$ cat config.mk
export PLATFORM = sky130hd
export DESIGN_NAME = relu32_out_serializer
export DESIGN_NICKNAME = d
export VERILOG_FILES = /design/src/rtl/relu32_pkg.sv /design/src/rtl/relu32_beat_select.sv /design/src/rtl/relu32_out_serializer.sv
export SDC_FILE = /design/constraint.sdc
export NUM_CORES = 1
export LEC_CHECK = 0
export BUFFER_PORTS_ARGS = -buffer_cell sky130_fd_sc_hd__buf_2
export CAP_MARGIN = 20
export CORE_MARGIN = 2
export CORE_UTILIZATION = 40
export CTS_CLUSTER_DIAMETER = 150
export DETAILED_ROUTE_END_ITERATION = 8
export SYNTH_ARGS = -nofsm -noshare
export SYNTH_HDL_FRONTEND = slang
export SYNTH_SLANG_ARGS = --single-unit
$ cat constraint.sdc
create_clock -name clk -period 4.8 [get_ports clk]
set_input_delay 0.24 -clock clk [delete_from_list [all_inputs] [get_ports clk]]
set_output_delay 0.24 -clock clk [all_outputs]
set_load 0.01 [all_outputs]
$ cat src/rtl/relu32_pkg.sv
`default_nettype none
// ============================================================================
// Module      : relu32_pkg
// Description : Shared geometry and state encoding for the relu32 output path.
// Revision    : 1.0 - initial release
// ============================================================================
package relu32_pkg;

    localparam int N_LANES    = 32;
    localparam int IN_W       = 7;
    localparam int OUT_W      = 8;
    localparam int BEAT_LANES = 4;
    localparam int N_BEATS    = N_LANES / BEAT_LANES;
    localparam int BEAT_W     = $clog2(N_BEATS);
    localparam int VEC_W      = N_LANES * IN_W;
    localparam int BEAT_DW    = BEAT_LANES * OUT_W;

    typedef enum logic [0:0] {
        IDLE = 1'b0,
        SEND = 1'b1
    } state_t;

endpackage : relu32_pkg
`default_nettype wire

$ cat src/rtl/relu32_beat_select.sv
`default_nettype none
// ============================================================================
// Module      : relu32_beat_select
// Description : Picks one beat of lanes from the packed vector, zero-extended.
// Revision    : 1.0 - initial release
// ============================================================================
module relu32_beat_select
    import relu32_pkg::*;
(
    input  logic [VEC_W-1:0]   vec_i,
    input  logic [BEAT_W-1:0]  beat_i,
    output logic [BEAT_DW-1:0] data_o
);

    logic [IN_W-1:0] w_lanes [N_BEATS][BEAT_LANES];

    for (genvar b = 0; b < N_BEATS; b++) begin : g_beat
        for (genvar k = 0; k < BEAT_LANES; k++) begin : g_lane
            assign w_lanes[b][k] = vec_i[(b*BEAT_LANES + k)*IN_W +: IN_W];
        end
    end

    for (genvar k = 0; k < BEAT_LANES; k++) begin : g_out
        assign data_o[k*OUT_W +: OUT_W] = {{(OUT_W-IN_W){1'b0}}, w_lanes[beat_i][k]};
    end

endmodule : relu32_beat_select
`default_nettype wire

$ cat src/rtl/relu32_out_serializer.sv
`default_nettype none
// ============================================================================
// Module      : relu32_out_serializer
// Description : Accepts a packed 32x7b vector and streams it as 8b-lane beats.
// Revision    : 1.0 - initial release
// ============================================================================
module relu32_out_serializer
    import relu32_pkg::*;
(
    input  logic               clk,
    input  logic               rst_n,
    input  logic               in_valid,
    output logic               in_ready,
    input  logic [VEC_W-1:0]   in_data,
    output logic               out_valid,
    input  logic               out_ready,
    output logic [BEAT_DW-1:0] out_data,
    output logic               out_last,
    output logic               busy
);

    localparam logic [BEAT_W-1:0] C_LAST_BEAT = BEAT_W'(N_BEATS - 1);

    state_t             state_q, state_d;
    logic [BEAT_W-1:0]  beat_q, beat_d;
    logic [VEC_W-1:0]   vec_q, vec_d;
    logic [BEAT_DW-1:0] out_data_q;
    logic               out_valid_q;
    logic               out_last_q;
    logic               busy_q;
    logic               w_last;
    logic [BEAT_DW-1:0] w_beat_data;

    assign w_last   = (beat_q == C_LAST_BEAT);
    // Accepting on the final beat lets the next vector follow without a bubble.
    assign in_ready = (state_q == IDLE) || ((state_q == SEND) && out_ready && w_last);

    always_comb begin
        state_d = state_q;
        beat_d  = beat_q;
        vec_d   = vec_q;
        if (in_valid && in_ready) begin
            vec_d   = in_data;
            beat_d  = '0;
            state_d = SEND;
        end else if ((state_q == SEND) && out_ready) begin
            if (w_last) begin
                beat_d  = '0;
                state_d = IDLE;
            end else begin
                beat_d = beat_q + BEAT_W'(1);
            end
        end
    end

    // Beat is formed from next-state so the output register lines up with beat_q.
    relu32_beat_select u_beat_select (
        .vec_i  (vec_d),
        .beat_i (beat_d),
        .data_o (w_beat_data)
    );

    always_ff @(posedge clk or negedge rst_n) begin
        if (!rst_n) begin
            state_q     <= IDLE;
            beat_q      <= '0;
            vec_q       <= '0;
            out_data_q  <= '0;
            out_valid_q <= 1'b0;
            out_last_q  <= 1'b0;
            busy_q      <= 1'b0;
        end else begin
            state_q     <= state_d;
            beat_q      <= beat_d;
            vec_q       <= vec_d;
            out_data_q  <= w_beat_data;
            out_valid_q <= (state_d == SEND);
            out_last_q  <= (state_d == SEND) && (beat_d == C_LAST_BEAT);
            busy_q      <= (state_d == SEND);
        end
    end

    assign out_valid = out_valid_q;
    assign out_last  = out_last_q;
    assign out_data  = out_data_q;
    assign busy      = busy_q;

endmodule : relu32_out_serializer
`default_nettype wire

; Word-level counts from Yosys, hierarchy flattened
; Index checks and enable logic that the tools add are counted.
[word_totals]
reg_bits = 257
input_bits = 228
output_inout_bits = 36
word_cells = 26
[classes]
addsub = 1
order_cmp = 1
n_eq_ne = 2
mux = 10
bitwise = 2
reduce_logical = 5
[ops]
columns = operator, n
row1 = 224-bit 2-to-1 mux, 1
row2 = 28-bit binary-select mux with 3-bit select, 1
row3 = 28-bit 2-to-1 mux, 2
row4 = 3-bit 2-to-1 mux, 3
row5 = "3-bit == test, second input constant", 2
row6 = "4-bit >= comparator, second input constant", 1
row7 = 1-bit logical AND, 4
row8 = 3-bit NOT with 4-bit output, 1
row9 = "3-bit by 1-bit adder with 3-bit output, second input constant", 1
row10 = 1-bit 2-to-1 mux, 3
row11 = 1-bit logical OR, 1
row12 = 1-bit NOT, 1

; Logic depth before layout (Yosys ltp)
; Gate-level depths: netlist of run 1.
[logic_depth]
ltp_word = 9
ltp_mapped = 12
ltp_nobuf = 9

; Hierarchy
; From an unflattened synthesis of run 1, not the netlist that was laid out.
[hier_totals]
cells_unflattened = 1160
hier_area_um2 = 13917.1
[modules_own_cells]
columns = module, instances, cells_per_inst, area_per_inst_um2, seq_area_each_um2
row1 = relu32_out_serializer, 1, 1056, 12184.2, 6531.3
row2 = relu32_beat_select, 1, 104, 1732.9, 0.0

; Least setup slack after synthesis of run 1
; No wires, ideal clock.
[synth_timing]
path_type = reg2reg
from = reg beat_q[0]
to = reg out_data_q[20], in the netlist out_data[20]
setup_ns = 0.129
arrival_time_ns = 2.199
required_time_ns = 4.671
slack_ns = 2.472
stages_incl_launch_ff = 12
n_path_buf = 2
synth_period_minus_slack_ns = 2.328
path_cell_list = dfrtp_1 ha_1 ha_1 nand2_1 a311oi_2 or2_1 buf_4 inv_2 buf_2 o311a_1 o21ai_1 nand3_1
[synth_between]
elab_chain_cells = 9
elab_cells_between_ends = 13
cone_classes = add/sub: 1 / eq/ne: 1 / mux: 7 / bitwise: 1 / reduce/logical: 3
[synth_lines]
columns = element, line_no
row1 = start: declaration, relu32_out_serializer.sv:25  ; logic [BEAT_W-1:0] beat_q, beat_d;
row2 = start signal: assignment, relu32_out_serializer.sv:74  ; beat_q <= beat_d;
row3 = "parallel branches: the longest is 6 deep, another holds 3-bit by 1-bit adder with 3-bit output", n/a
row4 = 28-bit binary-select mux with 3-bit select (*), relu32_beat_select.sv:24  ; assign data_o[k*OUT_W +: OUT_W] = {{(OUT_W-IN_W){1'b0}}, w_lanes[beat_i][k]};
row5 = 28-bit 2-to-1 mux (*), n/a
row6 = 28-bit 2-to-1 mux (implied by the code) (*), relu32_beat_select.sv:24
row7 = via u_beat_select.data_o[20], relu32_beat_select.sv:12  ; output logic [BEAT_DW-1:0] data_o
row8 = end signal: assignment, relu32_out_serializer.sv:76  ; out_data_q <= w_beat_data;
row9 = end: declaration, relu32_out_serializer.sv:27  ; logic [BEAT_DW-1:0] out_data_q;
; Mark *: on every way through the listed nets, which the timed path passes. The select of a mux whose other input is x is not followed.

; Worst setup path after layout of run 1
[layout_timing]
from = reg beat_q[0]
to = reg out_data_q[28], in the netlist out_data[28]
[layout_between]
elab_chain_cells = 9
elab_cells_between_ends = 13
cone_classes = add/sub: 1 / eq/ne: 1 / mux: 7 / bitwise: 1 / reduce/logical: 3
[layout_lines]
columns = element, line_no
row1 = "parallel branches: the longest is 6 deep, another holds 3-bit by 1-bit adder with 3-bit output", n/a
row2 = 28-bit binary-select mux with 3-bit select (*), relu32_beat_select.sv:24
row3 = 28-bit 2-to-1 mux (implied by the code) (*), relu32_beat_select.sv:24
row4 = 28-bit 2-to-1 mux (*), n/a
row5 = via u_beat_select.data_o[28], relu32_beat_select.sv:12
; Marks and branches as above.

==> results.txt, run 1 <==
The flow ran to the end, and the final reports show no timing, DRC or antenna violations. The count of different cell masters after synthesis came out at 58. Leaving out fill and tap cells, the most frequent cells in the layout are sky130_fd_sc_hd__nand2_1 (604), sky130_fd_sc_hd__buf_2 (258), sky130_fd_sc_hd__dfrtp_1 (257), sky130_fd_sc_hd__dlygate4sd3_1 (225), sky130_fd_sc_hd__o21ai_0 (47). The share of synthesized area in the top cell type comes to 0.5533. Synthesis inferred 257 register bits. Row generation in the floorplan step produced 62 rows. The final net count is 1976.

The worst-case IR drop observed on VDD is 0.3248 mV. The library cell used most frequently in the layout, excluding fill and tap cells, is sky130_fd_sc_hd__nand2_1. The floorplan step defined a die boundary enclosing 30440 um^2. The number of hold buffers added after CTS was 225.

The number of cells in the finished layout apart from fillers came out at 2148. The level count of the clock H-tree is 1. TritonCTS built the clock tree. The total power after layout is 0.009661 W. Setup violations remaining at the end of the flow were counted as 0. Summing every instance area after synthesis gives 11620 um^2.

The post-CTS setup-driven buffer insertion count is 0. Gates resized during post-CTS repair numbered 0. The critical-path maximum fanout came out at 49.

Yosys attributes the largest share of cell area to sky130_fd_sc_hd__dfrtp_1 (55%), sky130_fd_sc_hd__nand2_1 (20%), sky130_fd_sc_hd__mux2_2 (2.7%), sky130_fd_sc_hd__buf_2 (2.2%), sky130_fd_sc_hd__o21ai_0 (2.0%). The number of nets with antenna violations after detailed routing is 0. The primary flip-flop cell chosen by synthesis mapping is sky130_fd_sc_hd__dfrtp_1. The worst setup path is captured at a flip-flop. The async set-or-reset flop fraction in the synthesized netlist came out at 1.000. The pin count of the biggest net entering global routing is 114. The number of violations of the max-capacitance limit is 0. The data required time at the worst endpoint is 5.19 ns. The final hold slack is 0.03936 ns. The worst slew margin relative to its limit is 0.3945.

The number of instances in the placed design came out at 1875. The initial antenna violation count is 3. The vias after detailed routing came out at 10782.

The static leakage came out at 8.220 nW. For this configuration, the core starts out at a cell density of 0.4060. Clock-pin slew was measured on the worst setup and hold paths at 0.06 ns. The cell accounting for the most synthesized area is sky130_fd_sc_hd__dfrtp_1. The number of I/O port buffers came out at 259. Compared with the post-synthesis result, the final layout area differs by 40.18%. The global route total overflow came out at 0. The wire length of the first global-routing pass came out at 58410 um. For this design, the sink count on the clock tree is 257. The pre-antenna-repair detailed-routing pass consisted of 4 iterations.

The total routing usage reported by global routing came out at 0.2401. The wire length per cell after detailed routing is 17.07 um. The class of the most critical hold timing path is input port to flip-flop.

The critical path is of the flip-flop to flip-flop type. The final wirelength came out at 36660 um. The areal power density over the cells is 593.0 nW/um^2. The proportion of synthesized chip area in sequential cells is 0.5533. The final critical path time including I/O delays and setup came out at 3.405 ns. For this block, the initial DRC count from the detailed router was 685. The worst clock skew came out at 0.01065 ns.

The highest attainable clock frequency came out at 293.7 MHz. The post-synthesis average cell area came out at 8.913 um^2. The slew at the pin closest to its max-slew limit came out at 0.9026 ns. The clock root buffer master is sky130_fd_sc_hd__clkbuf_16. The HPWL after detailed placement is 21880 um.

Setup repair after global routing left no endpoint under its margin. The number of enable flip-flop cells after synthesis is 0. The die height is 174.5 um.

Dividing the detail-routed via count by the number of cells gives 5.020. The total I/O pin count came out at 264. The post-route setup TNS came out at 0 ns. The number of pins exceeding their max-slew limit in the final report came out at 0. The via count of the first global-routing pass is 11157. The final hold violation count is 0. The warning count from the yosys run came out at 0. The cell count of the worst hold path came out at 3.

The chip width is 174.5 um. The number of cells on the worst reg-to-reg path is 11. The DRC violations left came out at 0. The standard cell core area came out at 28630 um^2. The data arrival time at the worst-slack endpoint came out at 3.80 ns. The clock latency at the later pin of the worst-skew pair is 0.54 ns. The share of the clock period used by the worst path after layout is 0.7093. The maximum buffer depth of the clock tree is 3. The sort of element at the start of the critical path is a flip-flop. The placer congestion estimate is 0.8053. The number of cells produced by synthesis is 1304. The number of buffers created by CTS is 28. Of the cells placed in the final design, the portion with a size suffix greater than 1 is 0.2060.
## power by group
| part | leakage (nW) | internal, W | switching (W) | total (W) |
|---|---|---|---|---|
| Combinational | 4.61 | 0.00161 | 0.00221 | 0.00382 |
| Clock | 0.428 | 0.00120 | 0.000844 | 0.00204 |
| Sequential | 3.19 | 0.00328 | 0.000516 | 0.00379 |
| Total | 8.22 | 0.00609 | 0.00357 | 0.00966 |
## final cells by class
| type | count | area, um^2 |
|---|---|---|
| inverters | 9 | 35.03 |
| well taps | 384 | 480.5 |
| flip-flops and latches | 257 | 6431 |
| repair buffers | 505 | 3754 |
| clock buffers | 43 | 848.3 |
| diodes | 2 | 5.005 |
| clock inverters | 3 | 15.01 |
| fillers | 2505 | 12330 |
| multi-input cells | 945 | 4723 |
## final timing paths
kind / slack [ns] / end / from
min reg2reg: 0.46 / vec_q[18] / vec_q[18]
max reg2reg: 1.40 / out_data[28] / beat_q[0]
min in group asynchronous: 0.36 / vec_q[211] / rst_n
max: 1.40 / out_data[28] / beat_q[0]
max in group asynchronous: 3.34 / vec_q[221] / rst_n
min: 0.04 / busy / in_valid
## synthesized netlist by cell type, drive strengths merged (11+ instances only)
cell type / n
a21oi: 18
a311o: 12
and2: 19
buf: 71
clkbuf: 25
dfrtp: 257
mux2: 28
mux2i: 11
nand2: 605
nand3: 11
nor2: 44
o21ai: 55
o311a: 15
or4: 14
## metal layers
metal | share of wire | track usage
met1 | 0.44 | 0.3222
met2 | 0.47 | 0.3940
met3 | 0.053 | 0.03762
met4 | 0.038 | 0.08964
met5 | 0.00035 | 0
## state kept, by name, summed over array words and instances, names as in the netlist
name      flops
vec_q       224
out_data     28
beat_q        3
busy          1
out_last      1
## per-stage QoR
stage | cell area [um^2] | worst slack (ns) | util
global route | 16290 | 1.092 | 0.5691
finish | 16290 | 1.395 | 0.5691
floorplan | 11630 | 2.472 | -
global placement | 13170 | 1.537 | 0.4601
CTS | 16290 | 1.400 | 0.5690
detailed placement | 13170 | 1.441 | 0.4601
## logic make-up (layout without fill, tap and decap cells)
group                      count (synthesis)  after routing  share of synthesized area
adders and majority gates                  2              2                   0.002153
and+or+nand+nor                          710            710                     0.2428
DFF                                      257            257                     0.5533
buffers and inverters                    105            560                    0.04360
other                                      1              6                  0.0003227
muxes                                     39             39                    0.03660
AOI/OAI and AO/OA                        190            190                     0.1212
## critical path, cell delays in order, from the launching register on
cell and delay (ns):
sky130_fd_sc_hd__dfrtp_1 0.44, sky130_fd_sc_hd__ha_1 0.20, sky130_fd_sc_hd__ha_1 0.21, sky130_fd_sc_hd__nand2_1 0.10, sky130_fd_sc_hd__a311oi_2 0.38, sky130_fd_sc_hd__buf_4 0.28
sky130_fd_sc_hd__or2_2 0.16, sky130_fd_sc_hd__clkinv_2 0.46, sky130_fd_sc_hd__buf_12 0.41, sky130_fd_sc_hd__o221a_2 0.16, sky130_fd_sc_hd__a2111oi_0 0.36, sky130_fd_sc_hd__a221oi_1 0.10
Note: power is estimated with default switching activity, not from simulation.
==> inputs of run 2 (changes only) <==
ABC_AREA = 1   (was default)
clock period = 3.4 ns   (was 4.8 ns; I/O delays follow)
==> results.txt, run 2 <==
The share of the clock period used by the worst path after layout is 0.7936 (+0.08431). The total iterations of the first detailed-routing run is 5 (+1). The chip width is 184.0 um (+5.5%). On the critical path the largest part of the delay comes from simple AND/OR/NAND/NOR gates. STA classifies the critical path endpoint as a flip-flop.

The DRC violations left is 0 (unchanged). The total I/O pin count came out at 264 (unchanged). The warning count from the yosys run was 0 (unchanged).

The final hold slack is 0.02348 ns (-0.01588 ns). The clock transition at the registers of the reported paths is 0.06 ns (about the same). The number of cells in the finished layout apart from fillers is 2620 (+22%). The number of buffers created by CTS came out at 29 (+3.6%). The number of cells produced by synthesis came out at 1768 (+36%). The most heavily used metal layer in global routing is met2. The slew at the pin closest to its max-slew limit came out at 0.8380 ns (-0.06469 ns). The starting utilization of the core area came out at 0.4088 (+0.002734).

The post-route setup TNS is 0 ns (unchanged). The startpoint identified for the worst hold timing path is in_data[122]. The end-of-flow core utilization came out at 0.5616 (-0.007571).

The final hold violation count came out at 0 (unchanged). The number of standard-cell rows in the floorplan is 65 (+4.8%). The initial antenna violation count is 4 (+1). The slack of the worst reg-to-reg path is 0.70 ns (-0.69 ns).

The final net count is 2423 (+23%). The die height was 184.0 um (+5.5%). The critical path in this run is classified as flip-flop to flip-flop. The number of pins exceeding their max-slew limit in the final report came out at 0 (unchanged).

The global route total overflow is 0 (unchanged). The number of nets with antenna violations after detailed routing came out at 0 (unchanged). For this design, the slowest cell found on the critical path is sky130_fd_sc_hd__buf_4. The vias after detailed routing is 12524 (+16%).

The count of cells resized by post-cts repair came out at 0 (unchanged). The number of enable flip-flop cells after synthesis came out at 0 (unchanged). The critical-path maximum fanout came to 76 (+55%). The summed instance area of the synthesized netlist came out at 12960 um^2 (+12%). The post-synthesis average cell area is 7.333 um^2 (-18%). Leaving out fill and tap cells, the most frequent cell in the layout is sky130_fd_sc_hd__nand2_1. The endpoint identified for the worst register-to-register timing path is out_data[30].

The worst clock skew is 0.01102 ns (+0.0003683 ns). The clock root buffer master is sky130_fd_sc_hd__clkbuf_16. The final critical path time including I/O delays and setup is 2.698 ns (-0.7064 ns). The area share of the leading cell type in the synthesized netlist came out at 0.4960 (-0.05730).

The placer congestion estimate was 0.8286 (+2.9%). STA classifies the critical path startpoint as a flip-flop. The total half-perimeter wirelength after legalization and detailed placement is 27400 um (+25%).

Ranked by total cell area, the synthesized netlist is headed by sky130_fd_sc_hd__dfrtp_1 (50%), sky130_fd_sc_hd__nand2_1 (20%), sky130_fd_sc_hd__inv_1 (8.7%), sky130_fd_sc_hd__nand3b_1 (4.9%), sky130_fd_sc_hd__nand3_1 (4.1%). The number of register bits inferred by synthesis came to 257 (unchanged). The global-route met2 utilization is 0.4080 (+0.01399). The async set-or-reset flop fraction in the synthesized netlist came to 1.000 (unchanged). The floorplan die area was 33870 um^2 (+11%). The proportion of synthesized chip area in sequential cells is 0.4960 (-0.05730). In the post-synthesis netlist, the cell with the most instances is sky130_fd_sc_hd__nand2_1. The pin count of the biggest net entering global routing is 101 (-11%). The via count of the first global-routing pass is 12397 (+11%). More flip-flops sit in one register than any other, and that register is vec_q.

The worst slew margin relative to its limit came out at 0.4414 (+0.04685). The met3 capacity usage during global routing is 0.03764 (about the same). The standard cell core area is 31720 um^2 (+11%). The proportion of layout cells with a drive suffix above 1 is 0.1553 (-0.05071).

The areal power density over the cells is 900.2 nW/um^2 (+52%). The startpoint of the lowest-slack register-to-register path is beat_q[0]. The clock sink total is 257 (unchanged). The run finished with clean final reports. The static leakage is 9.740 nW (+18%). The path class of the tightest hold or removal check is input port to flip-flop. The maximum buffer depth of the clock tree is 3 (unchanged).

The cell accounting for the most synthesized area is sky130_fd_sc_hd__dfrtp_1. The number of instances in the placed design was 2343 (+25%). The critical path's largest stage delay is 0.63 ns (+0.17 ns). The cell count of the worst hold path is 4 (+1).

The met1 track demand over resource came out at 0.3551 (+0.03295). TritonCTS built the clock tree. Sorting the synthesized cells by how often they occur yields sky130_fd_sc_hd__nand2_1 (679), sky130_fd_sc_hd__inv_1 (300), sky130_fd_sc_hd__dfrtp_1 (257). The flip-flop count of the largest register, all copies and words added came out at 224 (unchanged). The signal on the critical path passes through ha_1 > ha_1 > nand2_1 > nand2_4 > nand2_8 > buf_4 > nand2_1 > nand2_1 > nand2_1 > nand2_1 > nand2_1 > nand2_1 > nand2_1.

The most used flip-flop cell after synthesis is sky130_fd_sc_hd__dfrtp_1. The highest attainable clock frequency came out at 370.6 MHz (+26%). The final setup violation count came out at 0 (unchanged). The buffering stage count on the worst path with inverters included is 1 (-2).

The ratio of routed vias to standard cells is 4.780 (-4.8%). The area growth from synthesis to layout is 37.39%. The first-iteration detailed-routing DRC count was 879 (+28%). The worst-case vdd ir drop came out at 0.4683 mV (+44%). The data required time at the worst endpoint came to 3.84 ns (-1.35 ns). The worst hold path terminates at vec_q[122]. The final wirelength is 43100 um (+18%). The level count of the clock H-tree came to 1 (unchanged). In this design, the critical path's most frequently occurring cell is sky130_fd_sc_hd__nand2_1. The top cell types in the final layout, fill and taps aside, are sky130_fd_sc_hd__nand2_1 (679), sky130_fd_sc_hd__inv_1 (300), sky130_fd_sc_hd__dfrtp_1 (257), sky130_fd_sc_hd__buf_2 (257), sky130_fd_sc_hd__dlygate4sd3_1 (221). The count of different cell masters after synthesis came out at 24 (-59%). The wire length per cell after detailed routing was 16.45 um (-3.6%). The path depth of the worst reg2reg path was 13 (+2). The total routing usage reported by global routing is 0.2533 (+0.01318).

The data arrival time at the worst-slack endpoint is 3.13 ns (-0.67 ns). The wire length of the first global-routing pass is 66910 um (+15%). The clock latency at the later pin of the worst-skew pair came out at 0.55 ns (about the same). Setup repair after global routing left no endpoint under its margin. The number of violations of the max-capacitance limit came to 0 (unchanged). The number of I/O port buffers is 259 (unchanged).
-- run 2: changes by cell type in the layout (fill, tap and decap cells not counted), sizes merged, moves of 19 or more --
cell	before	now
nand2	605	684
mux2	28	0
nand3	11	107
nand4	0	29
inv	7	305
o21ai	55	104
nand3b	0	85
and2	19	0
-- run 2: through the flow --
stage                     area [um^2]  total power, W  setup slack [ns]
after floorplan                 12980         0.01009             1.520
after global placement          14540         0.01230            0.7617
after detailed placement        14540         0.01244            0.7275
after CTS                       17800         0.01611            0.7115
after global routing            17810         0.01741            0.4823
final                           17810         0.01603            0.7017
-- run 2: worst max-delay path by stage --
stage	start	end	slack, ns	depth (start not counted)
finish	beat_q[0]	out_data[30]	0.70	13
global route	beat_q[0]	out_data[24]	0.48	13
CTS	beat_q[0]	out_data[6]	0.71	13
detailed placement	beat_q[0]	out_data[6]	0.73	13
global placement	beat_q[0]	out_data[3]	0.76	13
floorplan	beat_q[0]	out_data[25]	1.52	12
-- run 2: area by class of cell --
cell class | instances | area, um^2
Antenna cell | 3 | 7.507
Clock buffer | 45 | 905.9
Clock inverter | 8 | 143.9
Fill cell | 2928 | 13910
Inverter | 304 | 1146
Multi-Input combinational cell | 1099 | 4901
Sequential cell | 257 | 6431
Tap cell | 402 | 503.0
Timing Repair Buffer | 502 | 3774
-- run 2: what timing repair did --
action                    in CTS  in global routing
hold buffers                 221                  0
buffers inserted               0                  0
hold endpoints to repair     314                  0
-- run 2: power breakdown --
group	switching [W]	leakage, nW	internal [W]
clock network	0.00129	0.521	0.00212
logic	0.00508	6.22	0.00250
registers	0.000495	3.00	0.00454
total	0.00687	9.74	0.00917
-- run 2: kinds of logic after synthesis --
group	Yosys count	share of synthesized area
adders and majority gates	2	0.001930
AOI/OAI and AO/OA	125	0.04825
and+or+nand+nor	967	0.3233
buffers and inverters	415	0.1294
other	1	0.0002892
DFF	257	0.4960
muxes	1	0.0007721
-- run 2: metal layers --
layer,wire length (um),share of wire,vias to the layer above
met5,13,0.00030,-
met4,1271,0.029,2
met3,2415,0.056,75
met2,19470,0.45,404
met1,19920,0.46,5862
li1,-,-,6181
-- run 2: tightest hold or removal path, cell delays in order --
cell,delay [ns]
sky130_fd_sc_hd__buf_2,0.11
sky130_fd_sc_hd__nand3b_1,0.12
sky130_fd_sc_hd__nand2_1,0.08
sky130_fd_sc_hd__inv_1,0.06
==> inputs of run 3 (changes only) <==
clock period = 2.8 ns   (was 3.4 ns; I/O delays follow)
==> results.txt, run 3 (synthesized netlist as in run 2, its figures left out) <==
The run finished with clean final reports. The DRC violations left is 0 (unchanged). The post-CTS setup-driven buffer insertion count is 0 (unchanged). The worst setup path is of the flip-flop to flip-flop kind. The cell count of the worst hold path is 4 (unchanged). The areal power density over the cells is 1094 nW/um^2 (+22%). The final net count was 2423 (unchanged).

The number of I/O port buffers is 259 (unchanged). The top cell types in the final layout, fill and taps aside, are sky130_fd_sc_hd__nand2_1 (679), sky130_fd_sc_hd__inv_1 (300), sky130_fd_sc_hd__dfrtp_1 (257), sky130_fd_sc_hd__buf_2 (257), sky130_fd_sc_hd__dlygate4sd3_1 (217). The worst slew margin relative to its limit is 0.5876 (+0.1462). The data arrival time at the worst-slack endpoint is 2.98 ns (-0.15 ns). In this run the top signal layer used is met4.

The count of cells resized by post-cts repair was 0 (unchanged). The register with the highest flop count is vec_q. The final wirelength was 45210 um (+4.9%). The ratio of routed vias to standard cells came out at 4.844 (+1.3%). STA classifies the critical path startpoint as a flip-flop.

The placer congestion estimate was 0.8557 (+3.3%). The number of pins exceeding their max-slew limit in the final report is 0 (unchanged). The worst clock skew is 0.01602 ns (+0.005005 ns). The total routing usage reported by global routing came out at 0.2673 (+0.01401).

The level count of the clock H-tree is 1 (unchanged). The total half-perimeter wirelength after legalization and detailed placement is 28710 um (+4.8%). The routed length on met2 is 20740 um (+6.5%). The area growth from synthesis to layout came out at 37.21%. The floorplan die area came to 33870 um^2 (unchanged). The standard cell core area came to 31720 um^2 (unchanged).

The starting utilization of the core area is 0.4088 (unchanged). The post-route setup TNS came out at 0 ns (unchanged). The die height came to 184.0 um (unchanged). The data required time at the worst endpoint is 3.24 ns (-0.60 ns).

The total I/O pin count came out at 264 (unchanged). The TritonCTS clock tree is built. The worst-case vdd ir drop came to 0.7317 mV (+56%). The clock sink total is 257 (unchanged). The wire length of the first global-routing pass came out at 69570 um (+4.0%). The worst setup path is captured at a flip-flop. The number of nets with antenna violations after detailed routing came out at 0 (unchanged). The clock latency at the later pin of the worst-skew pair was 0.55 ns (about the same). The end-of-flow core utilization is 0.5609 (-0.0007100).

The global route total overflow is 0 (unchanged). The path depth of the worst reg2reg path is 14 (+1). The final hold violation count was 0 (unchanged).

The initial antenna violation count is 1 (-3). The final setup violation count was 0 (unchanged). The vias after detailed routing came out at 12667 (+1.1%). The slew at the pin closest to its max-slew limit came out at 0.6186 ns (-0.2193 ns).

The clock transition at the registers of the reported paths came to 0.06 ns (about the same). The via count of the first global-routing pass came out at 12711 (+2.5%). The proportion of layout cells with a drive suffix above 1 is 0.1542 (-0.001146).

The final critical path time including I/O delays and setup came to 2.544 ns (-0.1539 ns). The number of standard-cell rows in the floorplan is 65 (unchanged). The share of the clock period used by the worst path after layout came out at 0.9087 (+0.1151). The leading cell type in the layout, fill and taps excluded is sky130_fd_sc_hd__nand2_1. The number of violations of the max-capacitance limit is 0 (unchanged). The total iterations of the first detailed-routing run is 6 (+1). The met1 routed wirelength after detailed routing came to 20090 um (+0.83%). The wire length per cell after detailed routing came to 17.29 um (+5.1%). The static leakage is 9.721 nW (-0.19%). The highest attainable clock frequency is 393.0 MHz (+6.1%).

In this run the clock root is driven by a sky130_fd_sc_hd__clkbuf_16. The number of buffers created by CTS came out at 29 (unchanged). The first-iteration detailed-routing DRC count is 929 (+5.7%).

The pin count of the biggest net entering global routing is 104 (+3.0%). Setup repair after global routing left no endpoint under its margin. The critical-path maximum fanout was 52 (-32%). The chip width came to 184.0 um (unchanged). The detailed-routed wire length on met3 is 2976 um (+23%). The maximum buffer depth of the clock tree is 3 (unchanged).

The min-delay analysis places its worst path in the category input port to flip-flop. The flip-flop count of the largest register, all copies and words added is 224 (unchanged).
[run 3: cell count changes in the layout (fill, tap and decap cells not counted)]
cell                            previous run  this run
sky130_fd_sc_hd__buf_12                    7        14
sky130_fd_sc_hd__buf_4                    16        12
sky130_fd_sc_hd__clkbuf_1                  4         8
sky130_fd_sc_hd__dlygate4sd3_1           221       217
sky130_fd_sc_hd__clkbuf_8                 12         9
sky130_fd_sc_hd__bufinv_16                 4         2
sky130_fd_sc_hd__clkinv_2                  3         1
sky130_fd_sc_hd__diode_2                   3         1
sky130_fd_sc_hd__clkinvlp_4                0         1
sky130_fd_sc_hd__inv_6                     2         1
sky130_fd_sc_hd__nand3_2                   0         1
[run 3: layer usage]
| metal | vias up | GRT usage |
|---|---|---|
| met4 | 0 | 0.08256 |
| li1 | 6174 | - |
| met5 | - | 0 |
| met3 | 82 | 0.04319 |
| met1 | 5934 | 0.3667 |
| met2 | 477 | 0.4350 |
[run 3: area by class of cell]
| class | instances | area [um^2] |
|---|---|---|
| Antenna cell | 1 | 2.502 |
| Clock buffer | 46 | 879.6 |
| Clock inverter | 4 | 72.57 |
| Fill cell | 2947 | 13930 |
| Inverter | 304 | 1146 |
| Multi-Input combinational cell | 1100 | 4911 |
| Sequential cell | 257 | 6431 |
| Tap cell | 402 | 503.0 |
| Timing Repair Buffer | 501 | 3844 |
[run 3: stage by stage]
stage	cells	worst slack, ns	hold WS (ns)	cell area (um^2)	power, W
2_1_floorplan	1771	0.9201	-0.1556	12980	0.01225
3_3_place_gp	2346	0.2095	0.1660	14650	0.01517
4_1_cts	2613	0.1403	0.02852	17780	0.01943
5_1_grt	2615	0.07931	0.04867	17790	0.02110
6_report	2615	0.2557	0.03429	17790	0.01946
3_5_place_dp	2346	0.1571	0.1591	14650	0.01532
[run 3: worst max-delay path, cell delays in order, from the launching register on]
cell                      delay (ns)
sky130_fd_sc_hd__dfrtp_1        0.39
sky130_fd_sc_hd__ha_1           0.20
sky130_fd_sc_hd__ha_1           0.20
sky130_fd_sc_hd__nand2_1        0.11
sky130_fd_sc_hd__nand2_4        0.09
sky130_fd_sc_hd__nand2_8        0.23
sky130_fd_sc_hd__buf_12         0.29
sky130_fd_sc_hd__buf_12         0.26
sky130_fd_sc_hd__nand2_1        0.08
sky130_fd_sc_hd__nand2_1        0.09
sky130_fd_sc_hd__nand2_1        0.06
sky130_fd_sc_hd__nand3_1        0.08
sky130_fd_sc_hd__nand2_1        0.11
sky130_fd_sc_hd__nand2_1        0.12
sky130_fd_sc_hd__nand2_1        0.07
[run 3: where the power goes]
group | internal [W] | switching [W]
Clock | 0.00231 | 0.00151
Combinational | 0.00313 | 0.00633
Sequential | 0.00552 | 0.000656
Total | 0.0110 | 0.00850
[run 3: final timing paths]
kind	end	start	slack, ns
setup reg to reg	out_data[5]	beat_q[0]	0.26
setup / recovery	out_data[5]	beat_q[0]	0.26
max in group asynchronous	vec_q[28]	rst_n	1.73
hold / removal	vec_q[72]	in_data[72]	0.03
hold reg to reg	vec_q[190]	vec_q[190]	0.46
min in group asynchronous	vec_q[164]	rst_n	0.14
[run 3: what timing repair did]
action,4_1_cts,5_1_grt
hold buffers,217,0
hold endpoints to repair,280,0
setup endpoints to repair,0,1
